**src/rtl/fifo_tx_reader.sv**
```systemverilog
// fifo_tx_reader: pops bytes from fifo_flag and sends each as an async serial frame (start, 8 data LSB first, optional even parity, stop); parity enabled by FIFO_TX_PARITY_EN
module fifo_tx_reader #(
    parameter int CLKS_PER_BIT = 4
) (
    input  logic       clk,
    input  logic       rst,
    input  logic       fifo_empty,
    input  logic [7:0] fifo_dout,
    output logic       fifo_rd,
    output logic       tx,
    output logic       busy,
    output logic       byte_done
);
    localparam int CNT_W = CLKS_PER_BIT > 1 ? $clog2(CLKS_PER_BIT) : 1;
    localparam logic [CNT_W-1:0] CNT_MAX = CNT_W'(CLKS_PER_BIT - 1);

    typedef enum logic [2:0] {
        IDLE, POP, LOAD, START, DATA,
`ifdef FIFO_TX_PARITY_EN
        PAR,
`endif
        STOP
    } state_t;

    state_t           state_q, state_d;
    logic [CNT_W-1:0] cnt_q, cnt_d, cnt_nxt;
    logic [2:0]       idx_q, idx_d;
    logic [7:0]       shift_q, shift_d;
    logic             tx_q, tx_d, rd_q, rd_d, done_q, done_d, wrap;
`ifdef FIFO_TX_PARITY_EN
    logic             par_q, par_d;
`endif

    // next state, with registered outputs derived from the state being entered
    always_comb begin
        state_d = state_q;
        cnt_d   = '0;
        idx_d   = idx_q;
        shift_d = shift_q;
`ifdef FIFO_TX_PARITY_EN
        par_d   = par_q;
`endif
        wrap    = cnt_q == CNT_MAX;
        cnt_nxt = wrap ? '0 : cnt_q + 1'b1;
        case (state_q)
            IDLE:  state_d = fifo_empty ? IDLE : POP;
            POP:   state_d = LOAD;
            LOAD: begin
                shift_d = fifo_dout;
                idx_d   = '0;
                state_d = START;
`ifdef FIFO_TX_PARITY_EN
                par_d   = ^fifo_dout;
`endif
            end
            START: begin
                cnt_d   = cnt_nxt;
                state_d = wrap ? DATA : START;
            end
            DATA: begin
                cnt_d = cnt_nxt;
                if (wrap) begin
                    shift_d = shift_q >> 1;
                    idx_d   = idx_q + 1'b1;
`ifdef FIFO_TX_PARITY_EN
                    state_d = idx_q == 3'd7 ? PAR : DATA;
`else
                    state_d = idx_q == 3'd7 ? STOP : DATA;
`endif
                end
            end
`ifdef FIFO_TX_PARITY_EN
            PAR: begin
                cnt_d   = cnt_nxt;
                state_d = wrap ? STOP : PAR;
            end
`endif
            STOP: begin
                cnt_d   = cnt_nxt;
                state_d = wrap ? IDLE : STOP;
            end
            default: state_d = IDLE;
        endcase
        tx_d = state_d == START ? 1'b0 : state_d == DATA ? shift_d[0] : 1'b1;
`ifdef FIFO_TX_PARITY_EN
        if (state_d == PAR) tx_d = par_d;
`endif
        rd_d   = state_d == POP;
        done_d = state_d == STOP && cnt_d == CNT_MAX;
    end

    // state and output registers; reset forces the line high at once and drops the frame
    always_ff @(posedge clk or posedge rst) begin
        if (rst) begin
            state_q <= IDLE;
            cnt_q   <= '0;
            idx_q   <= '0;
            shift_q <= '0;
            tx_q    <= 1'b1;
            rd_q    <= 1'b0;
            done_q  <= 1'b0;
`ifdef FIFO_TX_PARITY_EN
            par_q   <= 1'b0;
`endif
        end else begin
            state_q <= state_d;
            cnt_q   <= cnt_d;
            idx_q   <= idx_d;
            shift_q <= shift_d;
            tx_q    <= tx_d;
            rd_q    <= rd_d;
            done_q  <= done_d;
`ifdef FIFO_TX_PARITY_EN
            par_q   <= par_d;
`endif
        end
    end

    assign tx        = tx_q;
    assign fifo_rd   = rd_q;
    assign byte_done = done_q;
    assign busy      = state_q != IDLE;
endmodule
```
**config.mk**
```make
export PLATFORM = sky130hd
export DESIGN_NAME = fifo_tx_reader
export DESIGN_NICKNAME = d
export VERILOG_FILES = /design/src/rtl/fifo_tx_reader.sv
export SDC_FILE = /design/constraint.sdc
export NUM_CORES = 1
export LEC_CHECK = 0
export CORE_ASPECT_RATIO = 0.75
export CORE_UTILIZATION = 35
export DETAILED_ROUTE_END_ITERATION = 12
export PLACE_DENSITY = 0.56
export SKIP_LAST_GASP = 1
export SLEW_MARGIN = 20
export SYNTH_ARGS = -nofsm -noshare
export SYNTH_HDL_FRONTEND = slang
export SYNTH_SLANG_ARGS = --single-unit
```
**constraint.sdc**
```tcl
create_clock -name clk -period 2 [get_ports clk]
set_clock_uncertainty 0.2 [all_clocks]
set_input_delay 0.4 -clock clk [delete_from_list [all_inputs] [get_ports clk]]
set_output_delay 0.4 -clock clk [all_outputs]
set_load 0.005 [all_outputs]
```
==> impl_results.md, run 1 <==
- Total GRT Usage: 0.142
- Area Growth Syn to Fin: 24.1%
- Die height: roughly 47 um
- Fillers: between 200 and 250
- Initial Utilization: 0.387
- GP Congestion: 0.762
- RR Endpoint: shift_q[2]$_DFFE_PP0P_
- Main combinational cell family by area after synthesis: compound AO/OA/AOI/OAI gates
- DRT Pass-1 Iters: 4
- Design Area, Final: 1150 um2
- Final period utilization: 0.958
- Die width: ~60 um
- Unrepaired setup endpoints after global routing: false
- Slew @ Worst Pin: 0.426 ns
- Non-filler instance count after layout: between 100 and 150
- Arr. time, crit path: about 1.3 ns
- Crit end category: output pin
- First-pass GRT wire length: 2780 um
- Reg2reg start: cnt_q[0]$_DFF_PP0_
- DP HPWL: between 1000 and 1500 um
- Clock Path Buffers: 2
- Die area: around 2900 um2
- Leading post-synthesis cells by cell area: dfrtp_1 48%, a22o_1 8.5%, a21o_1 4.8%
- Final hold viol count: 0
- Synth cell types: 32
- Root Driver: clkbuf_4
- Max cap viols: 0
- Total power draw: approximately 1.1 mW
- Simple-gate share of the synthesized area: 0.144
- R2R depth: 5
- Std-Cell Rows: 15
- Peak Freq: about 520 MHz
- Buf+Inv Stages, Crit Path: 1
- GRT overflow: 0
- Largest net degree at the start of global routing: 14
- # setup viols final: 0
- Ys async rst share: 1.00
- Residual DRC count: 0
- Final WS setup: ~0.083 ns
- Final setup TNS: 0 ns
- Xor and xnor area share after synthesis: 0
- Yosys top cell area share: 0.485
- Fin crit period: roughly 1.9 ns
- I/O Pins: 15
- Remaining antenna violation count: 0
- ANT cells: 0
- Leak: 0.569 nW
- Final Slew Violations: 0
- Adder-cell share of the synthesized area: 0.0404
- CP required: roughly 1.4 ns
- Hold crit path type: input port to async pin
- Placed cell areas: 1120 um2
- CP delay by family, top: flip-flops
- Power density of the placed cells: slightly above 900 nW/um2
- Worst slack at placement: ~0.20 ns
- Worst vdd ir: 0.418 mV
- Seq/Total Area, Yosys: 0.513
- EDFF count, synth: 0
- CTS tree: built
- Vias per cell: 4.88
- CP peak stage delay: about 0.53 ns
- Final wirelength: 1670 um
- Leading area contributor after synthesis: dfrtp_1
- DRT iter0 DRCs: 10
- Crit-path cells: clkdlybuf4s50_1
- Post-synthesis compound-gate area fraction: 0.222
- Crit path max fanout: 1
- Most frequent cells after synthesis: 18 x dfrtp_1, 9 x a22o_1, 6 x a21o_1
- Critical path type: flop to output pin
- Sinks on Clock Net: 19
- Wire per inst: approximately 13 um
- Most common cell in the netlist: dfrtp_1
- Syn Nets: 92
- Fraction of layout cells with a size suffix above 1: 0.165
- CTS H-tree lvls: 1
- Critical path's slowest cell: dfstp_2
- Cell count after synthesis: 78
- Area of the multi-input gates: 414 um2
- Synth warnings: 0
- Post-synth top flop: dfrtp_1
- Core area: 2400 um2
- I/O Buffers: 14
- Startpoint types: flop
- FF/Latch Area: ~480 um2
- CTS buffer count: 3
- Synthesized area: 930 um2
- #FFs+latches synth: 19
- Final hold slack: roughly 0.17 ns
- Placed insts: ~130
- Clock latency on the worst-skew pair: around 0.3 ns
- Final Core Density: 0.480
- Nets: between 100 and 150
- Mean Syn Cell Area: 11.9 um2
- Status: completed
- Post-synthesis mux area share: 0.0390
- Vias in the first global route: 603
- Rel. slew slack: 0.716
- Initial antenna violation count: 0
- Reg2reg setup slack: between 0.2 and 0.25 ns
- Via count: ~640
- Clock Pin Slew Worst Setup and Hold Paths: around 0.11 ns
-- logic make-up after synthesis --
family | Yosys count
DFF | 19
buffers and inverters | 7
adders and majority gates | 3
and+or+nand+nor | 19
AOI/OAI and AO/OA | 27
muxes | 3
-- where the power goes --
| group | internal, mW | switching, mW |
|---|---|---|
| Clock | 0.0746 | 0.122 |
| Combinational | 0.192 | 0.178 |
| Sequential | 0.454 | 0.0332 |
-- sequential cells by signal, indices dropped and copies added (netlist names) --
name,flops
state_q,3
tx,1
idx_q,3
cnt_q,2
byte_done,1
shift_q,8
fifo_rd,1
-- final cells by class --
type | instances | area share
Clock inverter | 1 | 0.00434
Inverter | 2 | 0.00651
Clock buffer | 3 | 0.0195
Multi-Input combinational cell | 52 | 0.359
Timing Repair Buffer | 20 | 0.161
Sequential cell | 19 | 0.413
Tap cell | 34 | 0.0369
-- routing by layer --
layer,wire length (um),up-vias,global-route usage,part of all wire
li1,-,323,-,-
met1,878,296,0.193,0.52
met2,697,16,0.191,0.42
met3,82,4,0.0702,0.049
met4,15,0,0.0533,0.0090
met5,0,-,0,0
-- worst max path at each step --
| stage | from | to | slack, ns | cells after the start |
|---|---|---|---|---|
| after CTS | state_q[1]$_DFF_PP0_ | busy | 0.02 | 2 |
| after detailed placement | state_q[1]$_DFF_PP0_ | busy | 0.20 | 2 |
| after floorplan | cnt_q[0]$_DFF_PP0_ | shift_q[1]$_DFFE_PP0P_ | 0.33 | 6 |
| after global placement | state_q[1]$_DFF_PP0_ | busy | 0.22 | 2 |
| after global routing | tx$_DFF_PP1_ | tx | 0.02 | 1 |
| final | tx$_DFF_PP1_ | tx | 0.08 | 1 |
-- placed cells by master (no fill, tap or decap), types with 2 or more instances in the layout --
cell / count
a21oi_1: 2
a22o_1: 9
clkbuf_4: 3
buf_4: 6
clkdlybuf4s50_1: 13
nand2b_1: 2
inv_1: 2
nor2b_1: 2
nand2_1: 4
nor2_1: 4
a21o_1: 6
ha_1: 3
dfrtp_1: 18
o21bai_1: 2
-- worst reg2reg max path: stages, from the launching register on --
cell      delay [ns]
dfrtp_1         0.42
ha_1            0.31
nor4bb_4        0.21
buf_4           0.17
a22o_1          0.23
a21o_1          0.15
-- timing repair --
action	in CTS	in global routing
setup buffers	0	1
resized for setup	1	1
hold buffers	0	0
setup endpoints to repair	1	1
Power figures use the tool's default switching activity.
==> run 2, diff against run 1 <==
--- a/config.mk
+++ b/config.mk
@@ -5,10 +5,9 @@
 export SDC_FILE = /design/constraint.sdc
 export NUM_CORES = 1
 export LEC_CHECK = 0
-export CORE_ASPECT_RATIO = 0.75
-export CORE_UTILIZATION = 35
+export CORE_UTILIZATION = 33
 export DETAILED_ROUTE_END_ITERATION = 12
-export PLACE_DENSITY = 0.56
+export PLACE_DENSITY = 0.54
 export SKIP_LAST_GASP = 1
 export SLEW_MARGIN = 20
 export SYNTH_ARGS = -nofsm -noshare
==> constraint.sdc (replaced) <==
create_clock -name clk -period 1.9 [get_ports clk]
set_clock_uncertainty 0.2 [all_clocks]
set_input_delay 0.38 -clock clk [delete_from_list [all_inputs] [get_ports clk]]
set_output_delay 0.38 -clock clk [all_outputs]
set_load 0.005 [all_outputs]
==> run 2 against run 1 <==
Against the previous run:
- wire length up 8.5%
- cell area shrank 0.33%
- sequential power rose by 5.1%
- total power increased by 6.7%
- worst setup slack improved by 0.038 ns
- via count up 3.4%
- critical path type unchanged
==> impl_results.md, run 2 (same netlist as run 1, synthesis figures left out) <==
- Status: completed
- GRT overflow: 0
- Sinks on Clock Net: 19
- Clock latency on the worst-skew pair: between 0.3 and 0.4 ns
- Biggest regs: shift_q (8), idx_q (3), state_q (3)
- DP HPWL: between 1000 and 1500 um
- Non-filler instance count after layout: roughly 130
- Total power draw: roughly 1.1 mW
- I/O Buffers: 14
- # setup viols final: 0
- ANT cells: 0
- Crit end category: output pin
- Hold crit path type: input port to async pin
- Total GRT Usage: 0.146
- Crit path max fanout: 2
- Reg2reg setup slack: about 0.13 ns
- Final period utilization: 0.936
- Area Growth Syn to Fin: 23.7%
- DRT Pass-1 Iters: 4
- Residual DRC count: 0
- Initial antenna violation count: 0
- CP required: ~1.3 ns
- Placed cell areas: between 1000 and 1500 um2
- Power density of the placed cells: ~980 nW/um2
- Leak: between 0.5 and 0.6 nW
- Final wirelength: approximately 1800 um
- Final setup TNS: 0 ns
- I/O Pins: 15
- RR Endpoint: shift_q[1]$_DFFE_PP0P_
- CTS buffer count: 3
- Vias in the first global route: 630
- Die height: about 55 um
- Remaining antenna violation count: 0
- Most flops, register: shift_q
- CTS H-tree lvls: 1
- Final WS setup: about 0.12 ns
- Largest net degree at the start of global routing: 14
- # Post-CTS Setup Buffers: 0
- DRT iter0 DRCs: 12
- Wire per inst: between 10 and 15 um
- Die area: between 3000 and 4000 um2
- Final Slew Violations: 0
- Startpoint types: flop
- Core area: about 2600 um2
- R2R depth: 5
- Clock Pin Slew Worst Setup and Hold Paths: between 0.1 and 0.15 ns
- Max FFs per register: 8
- Worst vdd ir: approximately 0.45 mV
- Std-Cell Rows: 18
- CTS tree: built
- Root Driver: clkbuf_4
- Rel. slew slack: 0.715
- Nets: roughly 110
- Max cap viols: 0
- Unrepaired setup endpoints after global routing: false
- Via count: ~660
- Critical path type: flop to output pin
- Fin crit period: around 1.8 ns
- Die width: 55.1 um
- Arr. time, crit path: 1.20 ns
- Peak Freq: ~560 MHz
- Placed insts: between 100 and 150
- Clock Path Buffers: 2
- Fraction of layout cells with a size suffix above 1: 0.184
- Final hold viol count: 0
- Slew @ Worst Pin: ~0.43 ns
- Reg2reg start: state_q[0]$_DFF_PP0_
- Most frequent cells in the layout: 18 x dfrtp_1, 12 x clkdlybuf4s50_1, 9 x a22o_1
- Worst slack at placement: between 0.1 and 0.15 ns
- Initial Utilization: 0.362
- Most common cell after layout, fill and taps aside: dfrtp_1
- Vias per cell: 5.16
- GP Congestion: 0.701
- First-pass GRT wire length: roughly 3000 um
- Design Area, Final: roughly 1100 um2
run 2: changes by cell type in the layout (fill, tap and decap cells not counted):
cell and change:
buf_4 +1, clkbuf_2 +1, clkdlybuf4s15_1 -1, clkdlybuf4s50_1 -1, dlygate4sd2_1 +1
run 2: timing repair:
action                                  4_1_cts  5_1_grt
hold buffers                                  0        0
endpoints found under the setup margin        2        1
resized for setup                             3        1
run 2: worst max-delay path: stages, from the launching register on:
cell and delay (ns):
dfrtp_1 0.39, or3_1 0.38, clkbuf_2 0.12
run 2: how the worst max path moves through the flow:
stage / from / end / slack [ns] / cells after the start
finish: state_q[1]$_DFF_PP0_ / busy / 0.12 / 2
global route: state_q[0]$_DFF_PP0_ / shift_q[6]$_DFFE_PP0P_ / 0.03 / 5
CTS: state_q[1]$_DFF_PP0_ / busy / 0.01 / 2
detailed placement: state_q[1]$_DFF_PP0_ / busy / 0.14 / 2
global placement: state_q[1]$_DFF_PP0_ / busy / 0.14 / 2
floorplan: cnt_q[0]$_DFF_PP0_ / shift_q[1]$_DFFE_PP0P_ / 0.23 / 6
run 2: cell type report:
cell class / count / area (um2)
timing repair buffer: 21 / 186
fill: 261 / 1420
multi-input combinational: 52 / 414
clock buffer: 3 / 22.5
inverter: 2 / 7.51
sequential: 19 / 477
tap: 30 / 37.5
clock inverter: 1 / 5.00
run 2: stage by stage:
| stage | hold WS, ns | util |
|---|---|---|
| 3_3_place_gp | 0.251 | 0.440 |
| 2_1_floorplan | 0.130 | - |
| 6_report | 0.103 | 0.448 |
| 3_5_place_dp | 0.263 | 0.440 |
| 5_1_grt | 0.111 | 0.448 |
| 4_1_cts | 0.108 | 0.450 |
run 2: power by group:
part | switching (mW) | internal, mW
registers | 0.0337 | 0.478
logic | 0.197 | 0.203
clock network | 0.134 | 0.0786
total | 0.365 | 0.760
run 2: per-layer routing:
layer  global-route usage  wire, um  share of wire  vias up
met5                    0         0              0        -
met4               0.0375        15         0.0083        0
met3               0.0574        66          0.036        2
met2                0.207       808           0.44       11
met1                0.205       926           0.51      321
li1                     -         -              -      327
